===== src/rtl/control_multiciclo.sv =====
// Multicycle RV32I control sequencer: owns the instruction register, steps each
// instruction through FETCH..WRITEBACK, stalls on memory, counts retirements, traps.
module control_multiciclo #(
    parameter int unsigned MEM_TIMEOUT = 16
) (
    input  logic        clk_i,
    input  logic        rst_ni,
    input  logic [31:0] instr_i,
    input  logic        mem_ready_i,
    input  logic        branch_taken_i,
    output logic [31:0] ir_o,
    output logic        mem_req_o,
    output logic        mem_we_o,
    output logic        addr_sel_o,
    output logic        alu_src_b_o,
    output logic [1:0]  alu_op_o,
    output logic        rf_we_o,
    output logic [1:0]  wb_sel_o,
    output logic        pc_we_o,
    output logic [1:0]  pc_src_o,
    output logic [31:0] instret_o,
    output logic        trap_o,
    output logic [1:0]  trap_cause_o,
    output logic [2:0]  dbg_state_o
);

    localparam logic [2:0] S_FETCH     = 3'd0;
    localparam logic [2:0] S_DECODE    = 3'd1;
    localparam logic [2:0] S_EXECUTE   = 3'd2;
    localparam logic [2:0] S_MEMORY    = 3'd3;
    localparam logic [2:0] S_WRITEBACK = 3'd4;
    localparam logic [2:0] S_TRAP      = 3'd5;

    localparam logic [6:0] OPC_OPIMM  = 7'b0010011;
    localparam logic [6:0] OPC_OP     = 7'b0110011;
    localparam logic [6:0] OPC_LOAD   = 7'b0000011;
    localparam logic [6:0] OPC_STORE  = 7'b0100011;
    localparam logic [6:0] OPC_BRANCH = 7'b1100011;
    localparam logic [6:0] OPC_JAL    = 7'b1101111;
    localparam logic [6:0] OPC_JALR   = 7'b1100111;

    localparam logic [1:0] CAUSE_NONE    = 2'b00;
    localparam logic [1:0] CAUSE_ILLEGAL = 2'b01;
    localparam logic [1:0] CAUSE_TIMEOUT = 2'b10;

    localparam logic [31:0] WAIT_LAST = 32'(MEM_TIMEOUT) - 32'd1;

    logic [2:0]  state_q, state_d;
    logic [31:0] ir_q, ir_d;
    logic [31:0] instret_q;
    logic [1:0]  cause_q, cause_d;
    logic [31:0] wait_q;

    logic        mem_req, mem_we, addr_sel, alu_src_b, rf_we, pc_we;
    logic [1:0]  alu_op, wb_sel, pc_src;

    logic [6:0]  opcode;
    logic        is_opimm, is_op, is_load, is_store, is_branch, is_jal, is_jalr, is_legal;
    logic        timeout_hit;

    assign opcode    = ir_q[6:0];
    assign is_opimm  = (opcode == OPC_OPIMM);
    assign is_op     = (opcode == OPC_OP);
    assign is_load   = (opcode == OPC_LOAD);
    assign is_store  = (opcode == OPC_STORE);
    assign is_branch = (opcode == OPC_BRANCH);
    assign is_jal    = (opcode == OPC_JAL);
    assign is_jalr   = (opcode == OPC_JALR);
    assign is_legal  = is_opimm | is_op | is_load | is_store | is_branch | is_jal | is_jalr;

    // Only meaningful in a requesting state; ready on the same cycle always wins.
    assign timeout_hit = (MEM_TIMEOUT != 0) && !mem_ready_i && (wait_q == WAIT_LAST);

    // Memory handshake: mem_req_o, addr_sel_o and mem_we_o stay stable while
    // mem_ready_i is low; the first cycle with mem_ready_i high completes the transfer.
    always_comb begin
        state_d   = state_q;
        ir_d      = ir_q;
        cause_d   = cause_q;
        mem_req   = 1'b0;
        mem_we    = 1'b0;
        addr_sel  = 1'b0;
        alu_src_b = 1'b0;
        alu_op    = 2'b00;
        rf_we     = 1'b0;
        wb_sel    = 2'b00;
        pc_we     = 1'b0;
        pc_src    = 2'b00;
        case (state_q)
            S_FETCH: begin
                mem_req = 1'b1;
                if (mem_ready_i) begin
                    ir_d    = instr_i;
                    state_d = S_DECODE;
                end else if (timeout_hit) begin
                    state_d = S_TRAP;
                    cause_d = CAUSE_TIMEOUT;
                end
            end
            S_DECODE: begin
                if (is_legal) begin
                    state_d = S_EXECUTE;
                end else begin
                    state_d = S_TRAP;
                    cause_d = CAUSE_ILLEGAL;
                end
            end
            S_EXECUTE: begin
                alu_src_b = is_opimm | is_load | is_store | is_jalr;
                alu_op    = (is_op | is_opimm) ? 2'b10 : (is_branch ? 2'b01 : 2'b00);
                if (is_branch) begin
                    pc_we   = 1'b1;
                    pc_src  = branch_taken_i ? 2'b01 : 2'b00;
                    state_d = S_FETCH;
                end else if (is_load | is_store) begin
                    state_d = S_MEMORY;
                end else begin
                    state_d = S_WRITEBACK;
                end
            end
            S_MEMORY: begin
                mem_req  = 1'b1;
                addr_sel = 1'b1;
                mem_we   = is_store;
                if (mem_ready_i) begin
                    if (is_store) begin
                        pc_we   = 1'b1;
                        state_d = S_FETCH;
                    end else begin
                        state_d = S_WRITEBACK;
                    end
                end else if (timeout_hit) begin
                    state_d = S_TRAP;
                    cause_d = CAUSE_TIMEOUT;
                end
            end
            S_WRITEBACK: begin
                rf_we   = 1'b1;
                pc_we   = 1'b1;
                wb_sel  = is_load ? 2'b01 : ((is_jal | is_jalr) ? 2'b10 : 2'b00);
                pc_src  = is_jal ? 2'b01 : (is_jalr ? 2'b10 : 2'b00);
                state_d = S_FETCH;
            end
            S_TRAP: begin
                state_d = S_TRAP;
            end
            default: begin
                state_d = S_FETCH;
            end
        endcase
    end

    always_ff @(posedge clk_i) begin
        if (!rst_ni) begin
            state_q   <= S_FETCH;
            ir_q      <= 32'h0000_0013;
            instret_q <= 32'd0;
            cause_q   <= CAUSE_NONE;
            wait_q    <= 32'd0;
        end else begin
            state_q <= state_d;
            ir_q    <= ir_d;
            cause_q <= cause_d;
            if (pc_we) begin
                instret_q <= instret_q + 32'd1;
            end
            // Any state change clears the wait count, so each FETCH/MEMORY entry starts at 0.
            if (state_d != state_q) begin
                wait_q <= 32'd0;
            end else if (mem_req && !mem_ready_i) begin
                wait_q <= wait_q + 32'd1;
            end
        end
    end

    // Everything reads as zero while reset is asserted.
    assign ir_o         = rst_ni ? ir_q : 32'd0;
    assign mem_req_o    = rst_ni & mem_req;
    assign mem_we_o     = rst_ni & mem_we;
    assign addr_sel_o   = rst_ni & addr_sel;
    assign alu_src_b_o  = rst_ni & alu_src_b;
    assign alu_op_o     = rst_ni ? alu_op : 2'b00;
    assign rf_we_o      = rst_ni & rf_we;
    assign wb_sel_o     = rst_ni ? wb_sel : 2'b00;
    assign pc_we_o      = rst_ni & pc_we;
    assign pc_src_o     = rst_ni ? pc_src : 2'b00;
    assign instret_o    = rst_ni ? instret_q : 32'd0;
    assign trap_o       = rst_ni & (state_q == S_TRAP);
    assign trap_cause_o = rst_ni ? cause_q : 2'b00;
    assign dbg_state_o  = rst_ni ? state_q : 3'd0;

endmodule


===== config.mk =====
export PLATFORM = sky130hd
export DESIGN_NAME = control_multiciclo
export DESIGN_NICKNAME = d
export VERILOG_FILES = /design/src/rtl/control_multiciclo.sv
export SDC_FILE = /design/constraint.sdc
export NUM_CORES = 1
export LEC_CHECK = 0
export CAP_MARGIN = 10
export CORE_UTILIZATION = 50
export DETAILED_ROUTE_END_ITERATION = 8
export PLACE_DENSITY_LB_ADDON = 0.05
export SYNTH_ARGS = -nofsm -noshare
export SYNTH_HDL_FRONTEND = slang
export SYNTH_SLANG_ARGS = --single-unit

===== constraint.sdc =====
create_clock -name clk_i -period 2.7 [get_ports clk_i]
set_input_delay 0.54 -clock clk_i [delete_from_list [all_inputs] [get_ports clk_i]]
set_output_delay 0.54 -clock clk_i [all_outputs]
set_load 0.02 [all_outputs]

Word level (Yosys, flattened, before mapping)

Cells that the tools add are included.

$add $sub $neg: 2
Reduce and logical (&&, ||, !) cells: 9
Bitwise gates (word level): 19
Muxes and demuxes: 39
Equal/unequal tests: 17

Operators by type and width:

| cell                                           | number |
|---|---|
| adder 32 x 1 -> 32 bit, second input constant  | 2 |
| 2-to-1 mux 32 bit                              | 2 |
| == test 32 x 4 -> 1 bit, second input constant | 1 |
| 2-to-1 mux 2 bit                               | 14 |
| 2-to-1 mux 3 bit                               | 8 |
| == test 7 bit, second input constant           | 3 |
| one-hot mux 3 bit (5 select lines)             | 1 |
| == test 7 x 6 -> 1 bit, second input constant  | 2 |
| 2-to-1 mux 1 bit                               | 11 |
| bitwise OR 1 bit                               | 11 |
| one-hot mux 2 bit (2 select lines)             | 2 |
| bitwise AND 1 bit                              | 7 |
| == test 7 x 2 -> 1 bit, second input constant  | 1 |
| == test 7 x 5 -> 1 bit, second input constant  | 1 |
| == test 3 x 2 -> 1 bit, second input constant  | 2 |
| == test 3 bit, second input constant           | 2 |
| inequality test 2 bit, second input constant   | 2 |
| AND reduction 4 bit                            | 1 |
| OR reduction 2 bit                             | 2 |
| == test 3 x 1 -> 1 bit, second input constant  | 1 |
| logical NOT 3 bit                              | 1 |
| inequality test 3 bit                          | 1 |
| one-hot mux 1 bit (3 select lines)             | 1 |
| logical AND 1 bit                              | 2 |
| 5 further kinds                                | 5 |

Flip-flop bits (word level): 101
Word-level logic and storage cells: 91
Input port bits: 36

Longest topological paths before layout

Gate-level depths: netlist of run 1.

Word-level depth: 11
Gate-level depth with buffers: 8
Mapped depth without buffers: 6

Worst setup path after synthesis of run 1

Ideal clock, no wire load.

Kind: input-to-output
Start: input mem_ready_i
End: output pc_we_o
Stages on the path: 6
Setup slack: 0.328 ns
Buffers on the path: 3
Data required time: 2.160 ns
Arrival time: 1.832 ns
Cell sequence: clkbuf_1 -> nand4b_1 -> o22a_1 -> buf_2 -> buf_2 -> nor2_1

Word-level cells in the longest chain between the ends: 3

RTL lines:

| element                            | RTL line | source |
|---|---|---|
| start: declaration                 | 9        | `input logic mem_ready_i,` |
| 2-to-1 mux 1 bit                   | 125      | `if (mem_ready_i) begin` |
| one-hot mux 1 bit (3 select lines) | 89       | `case (state_q)` |
| bitwise AND 1 bit                  | 185      | `assign pc_we_o = rst_ni & pc_we;` |
| end: declaration                   | 19       | `output logic pc_we_o,` |

Every way passes these cells.

Final worst setup path of run 1

Start: register ir_q[3]
End: output pc_we_o

Word-level cells in the longest chain between the ends: 5

RTL lines:

| element                              | RTL line | source |
|---|---|---|
| start: declaration                   | 49       | `logic [31:0] ir_q, ir_d;` |
| start signal: assignment             | 162      | `ir_q <= ir_d;` |
| == test 7 x 6 -> 1 bit               | 65       | `assign is_store = (opcode == OPC_STORE);` |
| 2-to-1 mux 1 bit                     | 126      | `if (is_store) begin` |
| 2-to-1 mux 1 bit                     | 125      |  |
| one-hot mux 1 bit (3 select lines) * | 89       |  |
| bitwise AND 1 bit *                  | 185      |  |

Mark *: on every way between the ends. The rest lies on a longest branch, timed or not.

==> results of run 1 <==
-- layout make-up --
| cell class | instances | area (µm²) |
|---|---|---|
| Clock inverter | 5 | 35.03 |
| Tap cell | 136 | 170.2 |
| Clock buffer | 11 | 141.4 |
| Sequential cell | 101 | 2023 |
| Fill cell | 899 | 3437 |
| Inverter | 19 | 71.32 |
| Timing Repair Buffer | 146 | 1406 |
| Multi-Input combinational cell | 526 | 3132 |
-- registers in the layout (all words and copies together), names as in the netlist --
signal and cells:
cause_q 2, instret_q 32, ir_q 32, state_q 3, wait_q 32
-- power by group --
part	internal (W)	switching [W]	total (W)
Sequential	0.00164	0.000127	0.00177
Clock	0.000363	0.000536	0.000899
Combinational	0.000616	0.000902	0.00152
Total	0.00262	0.00156	0.00418
-- timing repair --
item | CTS | global route
gates resized for setup | 7 | 4
setup buffers | 0 | 0
hold endpoints to repair | 0 | 0
setup endpoints to repair | 5 | 3
hold buffers | 0 | 0
-- per-layer routing --
| metal | up-vias | GRT usage |
|---|---|---|
| met3 | 13 | 0.08277 |
| li1 | 2670 | - |
| met5 | - | 0 |
| met4 | 0 | 0.07639 |
| met2 | 174 | 0.4017 |
| met1 | 2574 | 0.3407 |
-- through the flow --
step	worst slack (ns)	util
after floorplan	0.3279	-
after global placement	-0.07120	0.6525
after detailed placement	-0.05050	0.6525
after CTS	0.05976	0.6692
after global routing	0.04516	0.6700
final	0.1233	0.6700
-- worst paths after layout --
kind,start,endpoint,slack [ns],cells after the start
max,ir_q[3]$_SDFFE_PN0P_,pc_we_o,0.12,5
min,ir_q[18]$_SDFFE_PN0P_,ir_q[18]$_SDFFE_PN0P_,0.46,2
max reg2reg,wait_q[3]$_SDFFE_PP0P_,wait_q[22]$_SDFFE_PP0P_,0.46,5
min reg2reg,ir_q[18]$_SDFFE_PN0P_,ir_q[18]$_SDFFE_PN0P_,0.46,2
-- cell usage after synthesis (4+ instances only) --
cell type / n
or4_1: 15
and4_1: 4
dfxtp_1: 101
nor4_1: 21
nor4_2: 4
buf_2: 14
nor2_1: 36
nand2_1: 90
clkbuf_1: 30
or3_1: 11
o31ai_1: 14
and3_1: 7
xor2_1: 8
nor4b_1: 4
nand3_1: 33
nor3_1: 46
xnor2_1: 25
and2_1: 65
inv_1: 18
o21ai_0: 16
nor2b_1: 4
a21oi_1: 58
nand4_1: 20
-- critical path: stages, from the launching register on --
cell and delay [ns]:
dfxtp_1 0.45, and4bb_2 0.31, a41oi_1 0.29, o22a_1 0.22, nor2_1 0.06, dlygate4sd2_1 0.34
-- kinds of logic (layout without fill, tap and decap cells) --
group	after synthesis	after routing
AOI/OAI and AO/OA	106	106
DFF	101	101
xor gates and xnor gates	34	34
buffers and inverters	69	181
adders and majority gates	3	3
and+or+nand+nor	378	378
muxes	5	5
==> flow_summary.json, run 1 <==
{
  "status": "finished, final reports clean",
  "fp.coreArea_mm2": 0.01042,
  "worst-path-max-fanout": 7,
  "synth_async_sr_flop_share": 0,
  "drc_errors": 0,
  "final_cells": 944,
  "topRoutingLayerUsed": "met4",
  "worst_pin_slew_ns": 0.7519,
  "dr_wl_met3_um": 1131,
  "grt_max_degree": 33,
  "finalInstanceArea_mm2": 0.006979,
  "clock_sinks": 101,
  "synthCells": 696,
  "leakagePower_nw": 2.393,
  "powerDensity_mw_per_mm2": 599.6,
  "fin_crit_sh": 0.9543,
  "synth_top_area_share": 0.3716,
  "first_pass_iters": 5,
  "grt_pass1_wl_um": 23810,
  "cts_tree": "built",
  "worstSetupPathType": "register to output port",
  "wl_met1_um": 6648,
  "drive_gt1_frac": 0.08540,
  "yosys_warnings": 0,
  "synthMuxAreaShare": 0.009887,
  "drtAntennaViolNets": 0,
  "layout_common_cells": "clkdlybuf4s50_1, dfxtp_1, nand2_1",
  "rsz0062_at_grt": "no",
  "ir_worst_vdd_uv": 416.5,
  "synth_area_leaders": "dfxtp_1, and2_1, nand2_1, a21oi_1, nor3_1",
  "synth_area_per_cell_um2": 7.818,
  "drv_slew": 0,
  "layout_commonest_cell": "clkdlybuf4s50_1",
  "antenna_found_initial": 0,
  "area_growth_pct": 28.26,
  "numCtsBuffers": 9,
  "synth_seq_cells": 101,
  "arrival_ns": 2.04,
  "ys.flop_type": "dfxtp_1",
  "avgRoutedWirePerCell_um": 15.31,
  "synth-compound-area-share": 0.1170,
  "diodes": 0,
  "grt_pass1_vias": 4941,
  "yosys.area_share.simple": 0.3847,
  "synth_top_family_by_area": "simple AND/OR/NAND/NOR gates",
  "placedInstanceArea_mm2": 0.006797,
  "cap_violations": 0,
  "initial_core_util": 0.5224,
  "yosysSeqAreaShare": 0.3716,
  "synth_adder_area_share": 0.006438,
  "syn_nets": 734,
  "drtIter0Drc": 351,
  "nNetsFinal": 841,
  "gp_congestion": 0.8408,
  "grt_overflow": 0,
  "dp_hpwl_um": 10200,
  "synth_xor_area_frac": 0.05610,
  "clk_latency_ns": 0.38,
  "port_buffers": 117,
  "cp.required_ns": 2.16,
  "wl_met2_um": 6538,
  "clock-root-buffer": "clkbuf_8",
  "die_w_um": 106.3,
  "finClkSkew_ns": 0.01044,
  "totalWireLength_um": 14460,
  "hold_violations": 0,
  "rows": 37,
  "grt_usage": 0.2585,
  "yosys.area.top_type": "dfxtp_1",
  "fin_total_pwr_w": 0.004185,
  "end_kind": "output port",
  "die_h_um": 106.3,
  "via_count": 5431,
  "start_kind": "register",
  "synth_cell_types": 59,
  "layout_min_cycle_time_ns": 2.577,
  "cts_buffer_depth": 2,
  "fin_setup_tns_ns": 0,
  "num_io_pins": 118,
  "cts.clk_slew.worst_paths_ns": 0.10,
  "hp-class": "register to register",
  "fmax_ghz": 0.3881,
  "avgViaCountPerCell": 5.753,
  "max_slew_margin": 0.4973,
  "die-area_mm2": 0.01130,
  "hold_slack_ns": 0.4561,
  "dp_cells": 928,
  "setup_viol": 0,
  "synth_edf_count": 0,
  "h-tree-depth": 3,
  "netlist_area_mm2": 0.005441
}
(Power assumes the default switching activity.)
==> run 2, diff against run 1 <==
CORE_ASPECT_RATIO = 1.75   (was unset)
==> run 2 against run 1 <==
Effect of this change:
- non-clock buffer count up 4
- wire length up 6.3%
- core utilization up 0.34 points
- clock power up 51%
- setup slack better by 0.016 ns
- final cell count down 0.21%
- register-to-register slack about the same
- total power up 12%
- sequential share of layout area down 0.76 points
==> flow_summary.json, run 2 (synthesis results as in run 1) <==
{
  "drive_gt1_frac": 0.08990,
  "num_io_pins": 118,
  "worstSetupPathType": "register to output port",
  "avgViaCountPerCell": 5.818,
  "start_kind": "register",
  "grt_overflow": 0,
  "port_buffers": 117,
  "cts_buffer_depth": 2,
  "fmax_ghz": 0.3905,
  "layout_min_cycle_time_ns": 2.561,
  "seqPwrFrac": 0.376,
  "ir_worst_vdd_uv": 459.4,
  "switching_share": 0.3437,
  "arrival_ns": 2.02,
  "p_int_w": 0.003066,
  "placedInstanceArea_mm2": 0.006832,
  "hold_violations": 0,
  "hp-class": "register to register",
  "numCtsBuffers": 9,
  "worst_pin_slew_ns": 0.7121,
  "finClkSkew_ns": 0.005672,
  "first_pass_iters": 5,
  "cts_hold_buf": 0,
  "fp.coreArea_mm2": 0.01064,
  "clk_latency_ns": 0.35,
  "reg_top3": "instret_q (32), ir_q (32), wait_q (32)",
  "antenna_found_initial": 0,
  "powerDensity_mw_per_mm2": 652.3,
  "cts_tree": "built",
  "area_growth_pct": 31.62,
  "fin_total_pwr_w": 0.004672,
  "die_h_um": 140.0,
  "dpl_worst_slack_ns": -0.002964,
  "clock_sinks": 101,
  "initial_core_util": 0.5116,
  "grt_pass1_wl_um": 24760,
  "fin_ws_ns": 0.1389,
  "drv_slew": 0,
  "nNetsFinal": 845,
  "dp_hpwl_um": 10950,
  "cp.required_ns": 2.16,
  "finalInstanceArea_mm2": 0.007162,
  "setup_viol": 0,
  "worst-path-max-fanout": 4,
  "via_count": 5481,
  "leakagePower_nw": 2.497,
  "totalWireLength_um": 15360,
  "drtAntennaViolNets": 0,
  "wl_met2_um": 8474,
  "layout_commonest_cell": "clkdlybuf4s50_1",
  "die_w_um": 80.86,
  "cts.clk_slew.worst_paths_ns": 0.07,
  "rows": 50,
  "status": "finished, final reports clean",
  "drtIter0Drc": 302,
  "p_clk_frac": 0.291,
  "avgRoutedWirePerCell_um": 16.31,
  "h-tree-depth": 3,
  "wl_met1_um": 5712,
  "cap_violations": 0,
  "grt_usage": 0.2771,
  "fin_setup_tns_ns": 0,
  "rsz0062_at_grt": "no",
  "drc_errors": 0,
  "topRoutingLayerUsed": "met4",
  "reg2reg_slack_ns": 0.45,
  "gp_congestion": 0.8729,
  "max_slew_margin": 0.5239,
  "diodes": 0,
  "power_frac_comb": 0.333,
  "fin_crit_sh": 0.9486,
  "dr_wl_met3_um": 516,
  "clock-root-buffer": "clkbuf_16",
  "end_kind": "output port",
  "power_switching_w": 0.001605,
  "layout_common_cells": "clkdlybuf4s50_1, dfxtp_1, nand2_1",
  "grt_max_degree": 70,
  "grt_pass1_vias": 5377,
  "die-area_mm2": 0.01132
}
[run 2: repair_timing]
action | 4_1_cts | 5_1_grt
endpoints found under the setup margin | 6 | 3
gates resized for setup | 8 | 4
pin swaps | 0 | 0
buffers inserted | 0 | 0
[run 2: worst paths after layout]
check	from	to	depth (start not counted)
worst min-delay path	ir_q[28]$_SDFFE_PN0P_	ir_q[28]$_SDFFE_PN0P_	2
worst max-delay path	state_q[1]$_SDFF_PN0_	alu_op_o[1]	5
worst min register to register	ir_q[28]$_SDFFE_PN0P_	ir_q[28]$_SDFFE_PN0P_	2
worst max register to register	state_q[0]$_SDFF_PN0_	instret_q[17]$_SDFFE_PN0P_	5
[run 2: metrics by stage]
step / hold WS [ns] / utilization / std cells
after floorplan: 0.4317 / - / 696
after global placement: 0.4358 / 0.6424 / 926
after detailed placement: 0.4436 / 0.6424 / 926
after CTS: 0.4519 / 0.6721 / 942
after global routing: 0.4756 / 0.6734 / 942
final: 0.4485 / 0.6734 / 942
[run 2: area by class of cell]
class	instances	area, µm²
Clock inverter	3	42.54
Timing Repair Buffer	150	1453
Fill cell	947	3473
Tap cell	130	162.7
Multi-Input combinational cell	526	3141
Inverter	19	71.32
Sequential cell	101	2022
Clock buffer	13	270.3
[run 2: power groups by stage]
stage | logic, W | clock network [W] | registers, W
floorplan | 0.000982 | 0 | 0.00175
detailed placement | 0.00154 | 0 | 0.00178
CTS | 0.00155 | 0.00138 | 0.00175
global placement | 0.00152 | 0 | 0.00177
global route | 0.00170 | 0.00146 | 0.00178
finish | 0.00156 | 0.00136 | 0.00176
[run 2: routing by layer]
metal | global-route usage | up-vias
li1 | - | 2685
met1 | 0.2869 | 2601
met2 | 0.5175 | 149
met3 | 0.03844 | 46
met4 | 0.1429 | 0
met5 | 0 | -
[run 2: worst max-delay path: stages, from the launching register on]
cell	delay, ns
dfxtp_1	0.36
nor2b_1	0.27
and2_1	0.20
nand2_1	0.10
nor4b_1	0.35
dlygate4sd2_1	0.40
==> run 3, diff against run 2 <==
CORE_UTILIZATION = 46   (was 50)
clock period = 2.3 ns   (was 2.7 ns; I/O delays follow)
==> run 3 against run 2 <==
Effect of this change:
- the run now ends with design-rule violations left
- setup slack worse by 0.083 ns
- global-route usage down 2.3 points
- combinational power up 30%
- sequential power up 16%
- core utilization down 3.1 points
- wire length up 1.6%
- non-clock buffer count up 30
- largest cell class unchanged
==> flow_summary.json, run 3 (synthesis results as in run 1) <==
{
  "area_growth_pct": 36.03,
  "leakagePower_nw": 2.727,
  "drive_gt1_frac": 0.1369,
  "crit_buf_inv": 4,
  "fin_crit_sh": 0.9756,
  "cts.clk_slew.worst_paths_ns": 0.07,
  "grt_pass1_vias": 5379,
  "fillers": 1044,
  "rows": 52,
  "grt_overflow": 0,
  "first_pass_iters": 7,
  "layout_min_cycle_time_ns": 2.244,
  "finalInstanceArea_mm2": 0.007402,
  "postCtsSetupRepairBufs": 0,
  "gp_congestion": 0.8393,
  "reg_top3": "instret_q (32), ir_q (32), wait_q (32)",
  "setup_viol": 0,
  "clock_sinks": 101,
  "initial_core_util": 0.4725,
  "drc_errors": 10,
  "hold_start": "ir_q[15]$_SDFFE_PN0P_",
  "fmax_ghz": 0.4456,
  "ir_worst_vdd_uv": 428.4,
  "cp_top_family": "buffers and inverters",
  "worst_pin_slew_ns": 0.4608,
  "cp.depth": 5,
  "drtIter0Drc": 228,
  "antenna_found_initial": 0,
  "cpMostUsedCell": "buf_4",
  "dp_hpwl_um": 11520,
  "startpoint": "rst_ni",
  "placedInstanceArea_mm2": 0.007063,
  "status": "finished, violations left",
  "max_slew_margin": 0.6905,
  "worstSetupPathType": "input port to output port",
  "layout.area.seq_mm2": 0.002026,
  "grt_pass1_wl_um": 25310,
  "layout_common_cells": "dfxtp_1, clkdlybuf4s50_1, nand2_1",
  "cp.required_ns": 1.84,
  "cts_buffer_depth": 2,
  "hold_violations": 0,
  "h-tree-depth": 3,
  "path_cells": "buf_2 -> buf_4 -> buf_4 -> and2_1 -> clkdlybuf4s50_1",
  "multi_input_area_mm2": 0.003174,
  "drv_slew": 0,
  "diodes": 0,
  "grt_usage": 0.2542,
  "start_kind": "input port",
  "clk_latency_ns": 0.34,
  "drtAntennaViolNets": 0,
  "nNetsFinal": 875,
  "via_count": 5505,
  "totalWireLength_um": 15620,
  "die_w_um": 84.22,
  "cts_hold_buf": 0,
  "arrival_ns": 1.78,
  "end_kind": "output port",
  "layout_commonest_cell": "dfxtp_1",
  "die_h_um": 145.9,
  "worst-path-max-fanout": 17,
  "numCtsBuffers": 9,
  "finClkSkew_ns": 0.009112,
  "hold_slack_ns": 0.4508,
  "avgRoutedWirePerCell_um": 16.02,
  "clock-root-buffer": "clkbuf_16",
  "die-area_mm2": 0.01229,
  "critical_path.slowest_cell": "clkdlybuf4s50_1",
  "fin_ws_ns": 0.05607,
  "dpl_worst_slack_ns": -0.2406,
  "grt_max_degree": 33,
  "powerDensity_mw_per_mm2": 758.6,
  "num_io_pins": 118,
  "reg2reg_depth": 6,
  "fin_total_pwr_w": 0.005615,
  "hp-class": "register to register",
  "reg2reg_from": "wait_q[11]$_SDFFE_PP0P_",
  "hold_depth": 2,
  "avgViaCountPerCell": 5.646,
  "failed_checks": "design-rule violations",
  "slowest_delay_ns": 0.61,
  "cts_tree": "built",
  "fp.coreArea_mm2": 0.01152,
  "port_buffers": 117,
  "cap_violations": 0
}
==> run 3: metrics by stage <==
step             util  instances  setup TNS (ns)
2_1_floorplan       -        696               0
3_3_place_gp   0.6133        961          -3.929
3_5_place_dp   0.6133        961          -7.405
4_1_cts        0.6393        975       -0.008375
5_1_grt        0.6428        975        -0.01003
6_report       0.6428        975               0
==> run 3: timing repair <==
item                                    CTS  global route
resized for setup                        22            31
pin swaps                                 0             1
endpoints found under the setup margin   12            23
==> run 3: worst paths after layout <==
kind	endpoint	slack (ns)
hold / removal	ir_q[15]$_SDFFE_PN0P_	0.45
hold reg to reg	ir_q[15]$_SDFFE_PN0P_	0.45
setup reg to reg	wait_q[21]$_SDFFE_PP0P_	0.15
setup / recovery	ir_o[3]	0.06
==> run 3: worst min-delay path, cell delays in order (launching register included) <==
cell	delay, ns
dfxtp_1	0.31
nand2_1	0.05
a21oi_1	0.05
==> run 3: area by class of cell <==
class,instances,area share
timing repair buffer,180,0.2246
clock inverter,3,0.006254
tap,135,0.02282
multi-input combinational,526,0.4288
sequential,101,0.2737
clock buffer,11,0.03414
inverter,19,0.009635
==> run 3: routing by layer <==
metal / share of wire / vias up / GRT usage
met4: 0.035 / 0 / 0.1336
met1: 0.38 / 2629 / 0.2567
li1: - / 2729 / -
met2: 0.56 / 110 / 0.4926
met5: 0 / - / 0
met3: 0.029 / 37 / 0.03460
==> run 3: report_power, final <==
part | switching (W) | internal, W
clock network | 0.000645 | 0.000893
registers | 0.000121 | 0.00193
logic | 0.00116 | 0.000868
total | 0.00192 | 0.00369
